<file path="src/rtl/arith_pkg.sv">
// Shared types and op-decoding helpers for the chunked add/subtract unit.
// Contents:
//   arith_op_t    - operation encoding (ADD, ADDC, SUB, SUBC)
//   arith_state_t - control FSM states (IDLE, BUSY, DONE)
//   op_is_sub     - true for SUB/SUBC (operand b is inverted)
//   op_cin        - initial carry-in for an op given the stored flag
package arith_pkg;

  typedef enum logic [1:0] {
    ADD  = 2'd0,
    ADDC = 2'd1,
    SUB  = 2'd2,
    SUBC = 2'd3
  } arith_op_t;

  typedef enum logic [1:0] {
    IDLE = 2'd0,
    BUSY = 2'd1,
    DONE = 2'd2
  } arith_state_t;

  // Bit positions inside the op code used by the decoder.
  localparam int unsigned OP_SUB_BIT   = 1;
  localparam int unsigned OP_CARRY_BIT = 0;

  function automatic logic op_is_sub(input logic [1:0] op);
    return op[OP_SUB_BIT];
  endfunction

  // Subtraction is a + ~b + 1, so a stored borrow enters as its inverse.
  function automatic logic op_cin(input logic [1:0] op, input logic flag);
    logic cin;
    case (arith_op_t'(op))
      ADD:     cin = 1'b0;
      ADDC:    cin = flag;
      SUB:     cin = 1'b1;
      SUBC:    cin = ~flag;
      default: cin = 1'b0;
    endcase
    return cin;
  endfunction

endpackage

</file>
<file path="src/rtl/chunk_adder.sv">
// Combinational CHUNK-bit adder with carry in/out, shared across all chunks.
// Ports:
//   a, b  - CHUNK-bit addends
//   cin   - carry in
//   sum   - CHUNK-bit sum
//   cout  - carry out
module chunk_adder #(
  parameter int CHUNK = 8
) (
  input  logic [CHUNK-1:0] a,
  input  logic [CHUNK-1:0] b,
  input  logic             cin,
  output logic [CHUNK-1:0] sum,
  output logic             cout
);

  logic [CHUNK:0] total_s;

  assign total_s   = {1'b0, a} + {1'b0, b} + {{CHUNK{1'b0}}, cin};
  assign sum       = total_s[CHUNK-1:0];
  assign cout      = total_s[CHUNK];

endmodule

</file>
<file path="src/rtl/chunked_arith_unit.sv">
// Multi-cycle ADD/ADDC/SUB/SUBC unit processing CHUNK bits per clock, LSB
// chunk first, with a persistent carry/borrow flag for multi-word arithmetic.
// Ports:
//   clk, rst_n            - clock, asynchronous active-low reset
//   req_valid/req_ready   - request handshake (op, a, b sampled on accept)
//   op                    - 0=ADD 1=ADDC 2=SUB 3=SUBC
//   c_load/c_load_val     - load stored carry flag (honoured in IDLE only)
//   res_valid/res_ready   - result handshake
//   result                - WIDTH-bit sum/difference
//   c_out v_out z_out n_out - carry/borrow, overflow, zero, negative
//   c_flag                - stored carry/borrow flag
module chunked_arith_unit
  import arith_pkg::*;
#(
  parameter int WIDTH = 16,
  parameter int CHUNK = 8
) (
  input  logic             clk,
  input  logic             rst_n,
  input  logic             req_valid,
  output logic             req_ready,
  input  logic [1:0]       op,
  input  logic [WIDTH-1:0] a,
  input  logic [WIDTH-1:0] b,
  input  logic             c_load,
  input  logic             c_load_val,
  output logic             res_valid,
  input  logic             res_ready,
  output logic [WIDTH-1:0] result,
  output logic             c_out,
  output logic             v_out,
  output logic             z_out,
  output logic             n_out,
  output logic             c_flag
);

  localparam int NCHUNK = WIDTH / CHUNK;
  localparam int KW     = (NCHUNK > 1) ? $clog2(NCHUNK) : 1;
  localparam logic [KW-1:0] LAST_K = KW'(NCHUNK - 1);

  arith_state_t     state_r, state_next_s;
  logic [WIDTH-1:0] a_r, b_r, acc_r, acc_next_s, result_r;
  logic [KW-1:0]    k_r;
  logic             sub_r, carry_r;
  logic             c_out_r, v_out_r, z_out_r, n_out_r, c_flag_r;
  logic             accept_s, last_s, flag_eff_s, c_final_s, v_final_s;
  logic [CHUNK-1:0] chunk_a_s, chunk_b_s, chunk_sum_s;
  logic             chunk_cout_s;

  // Handshake outputs are pure decodes of the state register.
  assign req_ready  = (state_r == IDLE);
  assign res_valid  = (state_r == DONE);
  assign accept_s   = req_valid & (state_r == IDLE);
  assign last_s     = (k_r == LAST_K);
  // A coincident c_load overrides the stored flag for the accepted op.
  assign flag_eff_s = c_load ? c_load_val : c_flag_r;

  assign chunk_a_s  = a_r[CHUNK*int'(k_r) +: CHUNK];
  assign chunk_b_s  = b_r[CHUNK*int'(k_r) +: CHUNK];

  chunk_adder #(.CHUNK(CHUNK)) u_chunk_adder (
    .a    (chunk_a_s),
    .b    (chunk_b_s),
    .cin  (carry_r),
    .sum  (chunk_sum_s),
    .cout (chunk_cout_s)
  );

  // Working sum with the current chunk merged in.
  always_comb begin
    acc_next_s = acc_r;
    acc_next_s[CHUNK*int'(k_r) +: CHUNK] = chunk_sum_s;
  end

  // Flags for the final chunk; b_r already holds the effective (inverted) operand.
  assign c_final_s = sub_r ? ~chunk_cout_s : chunk_cout_s;
  assign v_final_s = (~a_r[WIDTH-1] & ~b_r[WIDTH-1] &  acc_next_s[WIDTH-1]) |
                     ( a_r[WIDTH-1] &  b_r[WIDTH-1] & ~acc_next_s[WIDTH-1]);

  // Next-state logic for the IDLE -> BUSY -> DONE sequence.
  always_comb begin
    state_next_s = state_r;
    case (state_r)
      IDLE: begin
        if (accept_s) state_next_s = BUSY;
        else          state_next_s = IDLE;
      end
      BUSY: begin
        if (last_s) state_next_s = DONE;
        else        state_next_s = BUSY;
      end
      DONE: begin
        if (res_ready) state_next_s = IDLE;
        else           state_next_s = DONE;
      end
      default: state_next_s = IDLE;
    endcase
  end

  // State register.
  always_ff @(posedge clk or negedge rst_n) begin
    if (!rst_n) state_r <= IDLE;
    else        state_r <= state_next_s;
  end

  // Operand capture, chunk iteration, result/flag registers and stored carry flag.
  always_ff @(posedge clk or negedge rst_n) begin
    if (!rst_n) begin
      a_r      <= '0;
      b_r      <= '0;
      acc_r    <= '0;
      result_r <= '0;
      k_r      <= '0;
      sub_r    <= 1'b0;
      carry_r  <= 1'b0;
      c_out_r  <= 1'b0;
      v_out_r  <= 1'b0;
      z_out_r  <= 1'b0;
      n_out_r  <= 1'b0;
      c_flag_r <= 1'b0;
    end else begin
      case (state_r)
        IDLE: begin
          if (c_load) c_flag_r <= c_load_val;
          if (accept_s) begin
            a_r     <= a;
            b_r     <= op_is_sub(op) ? ~b : b;
            sub_r   <= op_is_sub(op);
            carry_r <= op_cin(op, flag_eff_s);
            k_r     <= '0;
            acc_r   <= '0;
          end
        end
        BUSY: begin
          acc_r   <= acc_next_s;
          carry_r <= chunk_cout_s;
          k_r     <= k_r + KW'(1);
          if (last_s) begin
            result_r <= acc_next_s;
            c_out_r  <= c_final_s;
            v_out_r  <= v_final_s;
            z_out_r  <= (acc_next_s == '0);
            n_out_r  <= acc_next_s[WIDTH-1];
            c_flag_r <= c_final_s;
          end
        end
        default: ;
      endcase
    end
  end

  assign result = result_r;
  assign c_out  = c_out_r;
  assign v_out  = v_out_r;
  assign z_out  = z_out_r;
  assign n_out  = n_out_r;
  assign c_flag = c_flag_r;

endmodule
</file>
<file path="config.mk">
export PLATFORM = sky130hd
export DESIGN_NAME = chunked_arith_unit
export DESIGN_NICKNAME = d
export VERILOG_FILES = /design/src/rtl/arith_pkg.sv /design/src/rtl/chunk_adder.sv /design/src/rtl/chunked_arith_unit.sv
export SDC_FILE = /design/constraint.sdc
export NUM_CORES = 1
export LEC_CHECK = 0
export CORE_UTILIZATION = 58
export CTS_BUF_LIST = sky130_fd_sc_hd__clkbuf_4 sky130_fd_sc_hd__clkbuf_8
export CTS_CLUSTER_SIZE = 20
export DETAILED_ROUTE_END_ITERATION = 16
export PLACE_DENSITY_LB_ADDON = 0.2
export RECOVER_POWER = 50
export SETUP_SLACK_MARGIN = 0.05
export SLEW_MARGIN = 20
export SYNTH_ARGS = -nofsm -noshare
export SYNTH_HDL_FRONTEND = slang
export SYNTH_HIERARCHICAL = 1
export SYNTH_SLANG_ARGS = --single-unit
</file>
<file path="constraint.sdc">
create_clock -name clk -period 6.43 [get_ports clk]
set_input_delay 1.286 -clock clk [delete_from_list [all_inputs] [get_ports clk]]
set_output_delay 1.286 -clock clk [all_outputs]
set_load 0.02 [all_outputs]
</file>
; Word-level counts from Yosys, hierarchy flattened
; Cells that the tools add are included.
[classes]
n_bitwise = 12
n_reduce_logical = 8
addsub = 4
n_mux = 17
n_shift = 4
eq_ne = 7
[ops]
columns = operator, n
row1 = $neg 4->33, 1
row2 = $shift 8x33->16 const A, 1
row3 = $shiftx 8x33->16, 1
row4 = $mux 16, 2
row5 = $pmux 16 s2, 1
row6 = $shiftx 16x5->8, 2
row7 = $bwmux 16, 1
row8 = $logic_not 16->1, 1
row9 = $not 16->16, 1
row10 = $add 8x8->9, 1
row11 = $add 9x1->9, 1
row12 = $reduce_and 2->1, 4
row13 = $eq 2x2->1 const B, 3
row14 = $mux 1, 6
row15 = $pmux 1 s2, 3
row16 = $pmux 2 s3, 1
row17 = $and 1x1->1, 5
row18 = $not 1->1, 5
row19 = $eq 2x1->1 const B, 2
row20 = $logic_not 2->1, 2
row21 = $mux 2, 2
row22 = $pmux 1 s4, 1
row23 = $ne 2x1->1 const B, 1
row24 = $ne 2x2->1 const B, 1
row25 = other kinds (3), 3
[totals]
word_cells = 65
out_inout_bits = 23
input_bits = 40
reg_bits = 74

; Longest topological paths before layout
; Gate-level depths: netlist of the first run.
[depth]
word_depth = 8
depth_mapped = 11
depth_no_buf = 9

; Cells and area by module
; The synthesis of the first run kept the hierarchy.
[modules_own_cells]
columns = module, cells_each, instances, area_per_inst_um2
row1 = chunked_arith_unit, 283, 1, 3025.4
row2 = chunk_adder, 40, 1, 331.6

; Least setup slack after synthesis of the first run
; No wires, ideal clock.
[synth_path]
path_type = register to register
startpoint = register k_r
endpoint = register c_flag_r, in the netlist c_flag
setup_ps = 123
arrival_ps = 2784
stages_incl_launch_ff = 12
t_required_ps = 6307
setup_slack_ps = 3524
path_cell_list = dfrtp_1 buf_2 buf_2 mux2_2 fa_1 fa_1 a21oi_1 o21a_1 o21ai_0 xnor2_1 a31oi_1 o221a_2
[synth_via]
elab_chain_cells = 7
[synth_rtl]
columns = item, line_no
row1 = "start, declared", chunked_arith_unit.sv:43  ; logic [KW-1:0] k_r;
row2 = "start signal, assigned", chunked_arith_unit.sv:137  ; k_r <= k_r + KW'(1);
row3 = $shiftx 16x5->8 (*), chunked_arith_unit.sv:58  ; assign chunk_a_s = a_r[CHUNK*int'(k_r) +: CHUNK];
row4 = net chunk_a_s[0], chunked_arith_unit.sv:47  ; logic [CHUNK-1:0] chunk_a_s, chunk_b_s, chunk_sum_s;
row5 = $add 8x8->9 (*), chunk_adder.sv:19  ; assign total_s = {1'b0, a} + {1'b0, b} + {{CHUNK{1'b0}}, cin};
row6 = $add 9x1->9 (*), chunk_adder.sv:19
row7 = net chunk_cout_s, chunked_arith_unit.sv:48  ; logic chunk_cout_s;
row8 = $not 1->1, chunked_arith_unit.sv:76  ; assign c_final_s = sub_r ? ~chunk_cout_s : chunk_cout_s;
row9 = $mux 1 (*), chunked_arith_unit.sv:76
row10 = $mux 1 (*), chunked_arith_unit.sv:138  ; if (last_s) begin
row11 = $pmux 1 s2 (*), chunked_arith_unit.sv:122  ; case (state_r)
row12 = "end signal, assigned", chunked_arith_unit.sv:124  ; if (c_load) c_flag_r <= c_load_val;
row13 = "end signal, assigned", chunked_arith_unit.sv:144  ; c_flag_r <= c_final_s;
row14 = "end, declared", chunked_arith_unit.sv:45  ; logic c_out_r, v_out_r, z_out_r, n_out_r, c_flag_r;
; The timed path passes the listed nets; every way through them passes the cells marked *. The select of a mux whose other input is x is not followed.
; A chain may end at the register's enable or synchronous reset.

==> results of run 1 <==
-- cell type report --
type                    count  area (sq um)
clock buffers              12           159
clock inverters             3          15.0
fillers                   423          1410
inverters                   6          22.5
multi-input cells         231          1560
flip-flops and latches     66          1650
well taps                  72          90.1
repair buffers             65           631
-- cell families after synthesis --
| logic type | Yosys count |
|---|---|
| xor+xnor | 21 |
| mux | 35 |
| compound gates | 60 |
| fa+ha+maj | 9 |
| simple gates | 106 |
| flops | 66 |
| buf+inv | 26 |
-- cells in the mapped netlist, types with 3 or more instances --
master    instances
xnor2_1          19
nand3b_1          3
buf_2            13
dfrtp_1          66
nand3_1           3
mux2_2           33
nor2_1           21
a22oi_1           8
ha_1              7
a31oi_1           3
buf_4             5
inv_1             5
nand2_1          61
a21oi_1          21
nor4_1            5
o21ai_0          13
nand2b_1          4
-- per-stage QoR --
step / util [%] / power, uW
after floorplan: - / 1810
final: 74.5 / 2510
after detailed placement: 71.5 / 2180
after global placement: 71.5 / 2140
after CTS: 74.6 / 2510
after global routing: 74.5 / 2710
-- routing by layer --
metal / track usage [%] / wire length [um]
met2: 38.5 / 3220
met3: 3.72 / 249
met5: 0 / 0
met1: 30.0 / 2890
met4: 14.8 / 184
-- registers in the layout, indices dropped and copies added, names as in the netlist, 2 cells and up --
signal	flops
a_r	16
b_r	16
result	16
acc_r	9
state_r	2
-- final timing paths --
check	startpoint	endpoint	cells past startpoint
min in group asynchronous	rst_n	acc_r[7]	2
max reg2reg	k_r	c_flag	10
min	result[2]	result[2]	2
max	rst_n	a_r[5]	2
min reg2reg	result[2]	result[2]	2
max in group clk	k_r	c_flag	10
-- power by group through the flow --
stage | clock network (uW) | registers, uW | logic (uW)
finish | 314 | 738 | 1460
global route | 335 | 763 | 1610
CTS | 316 | 739 | 1450
detailed placement | 0 | 745 | 1440
global placement | 0 | 740 | 1400
floorplan | 0 | 764 | 1050
==> out/results.ini, run 1 <==
[power_and_ir_drop]
clock_power_share_pct=12.5
static_leakage_power_uw=0.00175
combPwrFrac_pct=58.1
p_int_uw=1430
p_seq_share_pct=29.4
p_sw_uw=1080
power.density_nw_per_um2=608
vdd.ir_drop.worst_uv=319
power_switching_share_pct=43.1

[clock_tree]
worst_setup_hold_path_clk_slew_ns=0.07
ctsHoldBuffers=0
post-cts-setup-buffers=0
numClockSinks=66
cts_htree_levels=3
latest_clock_arrival_within_the_worst_skew_pair_ns=0.35
cts_tree=done
cts_resized=0
largest_buffer_count_on_any_clock_path=2
cts.root.buffer_cell=clkbuf_8
cts-buffers-inserted=9

[critical_path]
setup.worst_path.class=in -> async
crit_required_ns=6.09
crit_fanout=66
slowest_delay_ns=2.42
start_kind=primary input
crit_chain=buf_2 > clkbuf_1
path_buf_inv=2
crit_path_top_delay_cell=clkbuf_1
critical_path.top_delay_family=buffers and inverters
worstSetupEndpointType=asynchronous set/reset pin
r2r_setup_slack_ns=2.35
cp_data_arrival_time_ns=3.82

[global_route]
antenna_found_initial=0
grt.total_usage_pct=23.8
first_global_vias=2446
grt_pass1_wl_um=11200
globalRouteOverflowTotal=0
largest_net_degree_at_the_start_of_global_routing=67

[sta]
hold-worst-slack_ns=0.473
fin_skew_ns=0.0120
finalWorstSetupSlack_ns=2.27
setup_tns_ns=0
period_share_pct=64.6
final_critical_path_time_including_i_o_delays_and_setup_ns=4.16
final_setup_violation_count=0
setup_repair_after_global_routing_missed_its_margin=no
worst-slew-pin-transition_ns=3.45
max_clock_freq_mhz=241
final-hold-violation-count=0
final-max-slew-violation-count=100
slew-limit-headroom_pct=-130

[floorplan]
boundaryPins=63
start_util_pct=60.6
core_area_sq_um=5540
die-area_sq_um=6100
std_cell_rows=27
die_height_um=78.1
die_width_um=78.1

[place]
place_area_sq_um=3960
buffer_ports.inserted=62
place_congestion=0.777
detailedPlacementHpwl_um=4510
place.detailed.instances=440
dpl_worst_slack_ns=3.25

[drt]
detail_route.drc_violations=0
vias=2532
wl_per_cell_um=14.4
route.antenna.remaining_nets=0
first_iter_violations=166
drt-total-wl_um=6540
detail_route.vias_per_cell=5.56
first_pass_iters=5

[logic_synthesis]
synth_xor_xnor_area_share_pct=5.48
synth_simple_gate_area_share_pct=14.1
synth_edf_count=0
yosysWarningCount=6
synth_compound_area_share_pct=11.3
ys_dominant_reg_cell=dfrtp_1
synth_fp_nets=372
syn-mean-instance-area_sq_um=10.4
synth.area.mux_share_pct=11.7
postSynthRegisterBits=66
synth.cell_area_sq_um=3360
synth_top_cell_by_area=dfrtp_1
count_of_distinct_cell_types_in_the_synthesized_netlist=42
dominant_combinational_cell_family_by_area_after_synthesis=simple AND/OR/NAND/NOR gates
fraction_of_registers_with_async_set_reset_pct=100
synth_fa_ha_area_share_pct=3.80
number_of_instances_in_the_synthesized_netlist=323
post-synth-top-area-fraction_pct=49.2
synth_seq_area_share_pct=49.2
yosys-top-cells-area=dfrtp_1 49%, mux2_2 11%, nand2_1 6.8%, xnor2_1 5.0%, a21oi_1 3.1%

[final_layout]
post_route_cells_drive_above_1_share_pct=14.9
layout_commonest_cell=dfrtp_1
nNetsFinal=428
layout.cells.most_common_list=66 x dfrtp_1, 61 x nand2_1, 60 x clkdlybuf4s50_1
stdcell_area_sq_um=4130
instances_no_fill=455
count_of_antenna_diodes_in_the_layout=0
area_added_between_synthesis_and_finish_pct=22.9

[outcome]
violations=max-capacitance violations, max-slew violations
run_status=finished with violations

[worst_hold_path]
hp-class=reg -> reg

[flow_run]
max-cap-violations=2

(Power assumes the default switching activity.)
==> run 2: changes to the inputs <==
CORE_UTILIZATION = 54   (was 58)
clock period = 3.9 ns   (was 6.43 ns; I/O delays follow)
==> run 2 against run 1 <==
  * Worst setup slack lost 1.3 ns
  * Via count shrank 0.67%
  * Wire length grew 3.9%
  * Die area grew 7.2%
  * Largest cell class unchanged
  * Core utilization shrank 4.5 points
  * Clock skew shrank 0.0039 ns
  * The flow still finishes with violations (max-capacitance violations, max-slew violations)
  * Non-clock buffer count grew 1
==> out/results.ini, run 2 (synthesis gave the netlist of run 1 again) <==
[outcome]
run_status=finished with violations
violations=max-capacitance violations, max-slew violations

[final_layout]
area_added_between_synthesis_and_finish_pct=24.1
post_route_cells_drive_above_1_share_pct=15.6
finalCoreUtilization_pct=70.0
count_of_antenna_diodes_in_the_layout=0
nNetsFinal=429
layout_commonest_cell=dfrtp_1
multiInputGateArea_sq_um=1560
storage_cell_area_sq_um=1650
instances_no_fill=460
layout.cells.most_common_list=66 x dfrtp_1, 61 x nand2_1, 60 x clkdlybuf4s50_1
n_fill_cell=491

[sta]
worst-slew-pin-transition_ns=2.17
final-hold-violation-count=0
fin_skew_ns=0.00817
setup_repair_after_global_routing_missed_its_margin=no
max_clock_freq_mhz=340
final-max-slew-violation-count=42
final_critical_path_time_including_i_o_delays_and_setup_ns=2.95
slew-limit-headroom_pct=-44.5
hold-worst-slack_ns=0.474
setup_tns_ns=0
final_setup_violation_count=0
period_share_pct=75.5

[critical_path]
path_buf_inv=0
crit_chain=mux2_2 > fa_1 > fa_1 > a21oi_1 > o21a_1 > o21ai_0 > xnor2_1 > a31oi_1 > o221a_2
setup.worst_path.class=reg -> reg
critical_path.top_delay_family=compound AO/OA/AOI/OAI gates
crit_path_top_delay_cell=fa_1
cp_data_arrival_time_ns=3.18
timing.critical_path.mode_cell=fa_1
worstSetupEndpointType=flop
crit_required_ns=4.14
start_kind=flop
slowest_delay_ns=0.47
crit_fanout=4

[floorplan]
die_width_um=80.8
die_height_um=80.8
core_area_sq_um=5960
boundaryPins=63
start_util_pct=56.4
std_cell_rows=28
die-area_sq_um=6540

[global_route]
grt.total_usage_pct=23.5
antenna_found_initial=0
largest_net_degree_at_the_start_of_global_routing=51
globalRouteOverflowTotal=0
grt_pass1_wl_um=11300
first_global_vias=2401

[power_and_ir_drop]
power_switching_share_pct=42.9
p_seq_share_pct=29.2
combPwrFrac_pct=57.1
power.density_nw_per_um2=1010
p_int_uw=2410
finalPower_uw=4230
p_sw_uw=1810
clock_power_share_pct=13.7
static_leakage_power_uw=0.00177
vdd.ir_drop.worst_uv=593

[drt]
detail_route.drc_violations=0
detail_route.vias_per_cell=5.47
drt-total-wl_um=6800
first_iter_violations=99
route.antenna.remaining_nets=0
vias=2515
first_pass_iters=4
wl_per_cell_um=14.8

[clock_tree]
latest_clock_arrival_within_the_worst_skew_pair_ns=0.35
cts-buffers-inserted=9
worst_setup_hold_path_clk_slew_ns=0.07
cts.root.buffer_cell=clkbuf_8
cts_tree=done
cts_htree_levels=3
numClockSinks=66
largest_buffer_count_on_any_clock_path=2
ctsHoldBuffers=0
post-cts-setup-buffers=0
cts_resized=0

[place]
detailedPlacementHpwl_um=4850
place.detailed.instances=444
buffer_ports.inserted=62
place_congestion=0.810

[flow_run]
max-cap-violations=1

[worst_hold_path]
hp-class=reg -> reg

run 2: path summary, 6_finish.rpt:
path	startpoint	endpoint	slack (ns)	cells past startpoint
hold reg to reg	result[5]	result[5]	0.47	2
max in group asynchronous	rst_n	acc_r[15]	1.25	2
min in group asynchronous	rst_n	state_r[1]	1.06	1
setup / recovery	k_r	c_flag	0.95	9
hold / removal	result[5]	result[5]	0.47	2
setup reg to reg	k_r	c_flag	0.95	9
run 2: per-stage QoR:
stage	worst slack, ns	instance area, sq um
after floorplan	0.994	3360
after global placement	1.07	3970
after detailed placement	0.953	3970
after CTS	0.946	4170
after global routing	0.732	4170
final	0.955	4170
run 2: metal layers:
metal  global-route usage [%]  routed length (um)  vias to the layer above
li1                         -                   -                     1228
met1                     29.0                2850                     1214
met2                     39.3                3560                       62
met3                     4.61                 244                       11
met4                     11.3                 143                        0
met5                        0                   0                        -
run 2: layout make-up:
class | count | share of cell area, %
Clock inverter | 5 | 1.29
Clock buffer | 11 | 3.48
Multi-Input combinational cell | 231 | 37.4
Tap cell | 75 | 2.25
Timing Repair Buffer | 66 | 15.4
Inverter | 6 | 0.541
Sequential cell | 66 | 39.6
run 2: power groups by stage:
stage / Sequential (uW) / Clock [uW] / Combinational [uW]
2_1_floorplan: 1260 / 0 / 1730
5_1_grt: 1280 / 622 / 2680
3_5_place_dp: 1250 / 0 / 2380
3_3_place_gp: 1240 / 0 / 2300
4_1_cts: 1240 / 590 / 2400
6_report: 1240 / 580 / 2410
run 2: worst register-to-register path, cell delays in order, from the launching register on:
cell and delay, ns:
dfrtp_1 0.40, mux2_2 0.37, fa_1 0.47, fa_1 0.43, a21oi_1 0.24, o21a_1 0.18, o21ai_0 0.16, xnor2_1 0.23
a31oi_1 0.12, o221a_2 0.26
==> run 3: changes to the inputs <==
CORE_UTILIZATION = 49   (was 54)
clock period = 2.58 ns   (was 3.9 ns; I/O delays follow)
==> run 3 against run 2 <==
  * The run ends with design-rule violations, max-capacitance violations, max-slew violations, negative setup slack left
  * Via count is 5.2% higher
  * Count of clock-buffer cells in the layout down 1
  * Sequential share of layout area is 3.2 points lower
  * Non-clock buffer count rose by 30
  * Core utilization is 0.16 points lower
  * Cell count grew 7.0%
  * Sequential cell count did not move
  * Largest power group unchanged
  * Sequential power increased by 51%
==> out/results.ini, run 3 (synthesis gave the netlist of run 1 again) <==
[outcome]
run_status=finished with violations
violations=design-rule violations, max-capacitance violations, max-slew violations, negative setup slack

[clock_tree]
latest_clock_arrival_within_the_worst_skew_pair_ns=0.34
cts_tree=done
largest_buffer_count_on_any_clock_path=2
ctsHoldBuffers=0
numClockSinks=66
cts_htree_levels=3
cts.root.buffer_cell=clkbuf_8
worst_setup_hold_path_clk_slew_ns=0.08
cts-buffers-inserted=9

[drt]
first_iter_violations=187
wl_per_cell_um=15.4
vias=2647
wl_met2_um=3870
route.antenna.remaining_nets=0
drt-total-wl_um=7600
route.met3.wl_um=260
topRoutingLayerUsed=met4
first_pass_iters=10
detail_route.drc_violations=4
wl_met1_um=3290
detail_route.vias_per_cell=5.38

[place]
buffer_ports.inserted=62
detailedPlacementHpwl_um=5170
dpl_worst_slack_ns=-0.135
place_congestion=0.819

[critical_path]
r2r_end=acc_r[6]
setup.worst_path.class=reg -> reg
crit_path_top_delay_cell=fa_2
crit_required_ns=2.80
worstSetupEndpointType=flop
worst_setup_path_startpoint=k_r
slowest_delay_ns=0.42
crit_fanout=7
critical_path.top_delay_family=adder cells
crit_chain=buf_6 > mux2_4 > fa_2 > fa_2 > a21oi_2 > o21a_1 > buf_4 > xnor2_2 > buf_4 > a22oi_1 > o21ai_1
timing.rr.start=k_r
cp_data_arrival_time_ns=2.93
end_of_the_critical_path=acc_r[6]
cp_num_cells=11
start_kind=flop
r2r_setup_slack_ns=-0.13
reg2regPathDepth=11
path_buf_inv=3

[floorplan]
boundaryPins=63
std_cell_rows=29
die_width_um=84.8
start_util_pct=51.7
core_area_sq_um=6490
die_height_um=84.8
die-area_sq_um=7190

[final_layout]
area_added_between_synthesis_and_finish_pct=35.0
count_of_antenna_diodes_in_the_layout=0
post_route_cells_drive_above_1_share_pct=25.3
nNetsFinal=459
finalCoreUtilization_pct=69.8
multiInputGateArea_sq_um=1660
layout.cells.most_common_list=66 x dfrtp_1, 61 x nand2_1, 60 x clkdlybuf4s50_1
storage_cell_area_sq_um=1650
layout_commonest_cell=dfrtp_1
n_fill_cell=491

[sta]
setup_tns_ns=-0.380
finalWorstSetupSlack_ns=-0.129
final-hold-violation-count=0
setup_repair_after_global_routing_missed_its_margin=yes
slew-limit-headroom_pct=-12.7
final-max-slew-violation-count=33
final_setup_violation_count=5
final_critical_path_time_including_i_o_delays_and_setup_ns=2.71
fin_skew_ns=0.00729
max_clock_freq_mhz=369
period_share_pct=105
worst-slew-pin-transition_ns=1.69

[worst_hold_path]
hp-class=reg -> reg

[global_route]
largest_net_degree_at_the_start_of_global_routing=51
first_global_vias=2767
globalRouteOverflowTotal=0
antenna_found_initial=0
grt.total_usage_pct=23.5
grt_pass1_wl_um=13000

[power_and_ir_drop]
static_leakage_power_uw=0.00195
power.density_nw_per_um2=1750
finalPower_uw=7960
vdd.ir_drop.worst_uv=851

[flow_run]
max-cap-violations=1

[run 3: cell types whose count changed in the layout (fill, tap and decap cells not counted), moves of 4 or more]
cell and delta:
o21ai_1 +5, buf_4 +25, o21ai_0 -6, buf_6 +4
[run 3: per-layer routing]
layer	GRT usage, %	vias up
met5	0	-
met4	12.2	0
met3	3.83	16
met2	40.0	80
met1	28.9	1267
li1	-	1284
[run 3: cell type report]
type / instances / area share, %
clock inverters: 6 / 1.96
inverters: 6 / 0.497
flip-flops and latches: 66 / 36.4
repair buffers: 96 / 19.4
clock buffers: 10 / 3.04
multi-input cells: 231 / 36.5
well taps: 77 / 2.13
[run 3: how the worst min path moves through the flow]
stage,startpoint,to,depth (start not counted)
after global placement,result[14],result[14],2
after global routing,result[2],result[2],2
after floorplan,rst_n,a_r[0],0
after detailed placement,result[5],result[5],2
after CTS,rst_n,v_out,1
final,result[5],result[5],2
[run 3: repair_timing]
item	4_1_cts	5_1_grt
resized for setup	12	10
endpoints found under the setup margin	7	14
pin swaps	8	6
setup buffers	8	2
[run 3: power breakdown]
| group | switching, uW | leakage [uW] | total [uW] | internal (uW) |
|---|---|---|---|---|
| clock | 422 | 0.000109 | 994 | 572 |
| combinational | 2440 | 0.00104 | 5090 | 2650 |
| sequential | 352 | 0.000795 | 1870 | 1520 |
[run 3: worst min-delay path: stages, from the launching register on]
cell	delay, ns
dfrtp_1	0.35
nand2_1	0.05
nand2_1	0.05
[run 3: per-stage QoR]
stage | hold slack, ns | cell area (sq um) | instances
global placement | 0.458 | 4170 | 466
CTS | 0.245 | 4510 | 490
detailed placement | 0.461 | 4170 | 466
finish | 0.477 | 4530 | 492
global route | 0.506 | 4530 | 492
floorplan | 0.220 | 3390 | 323
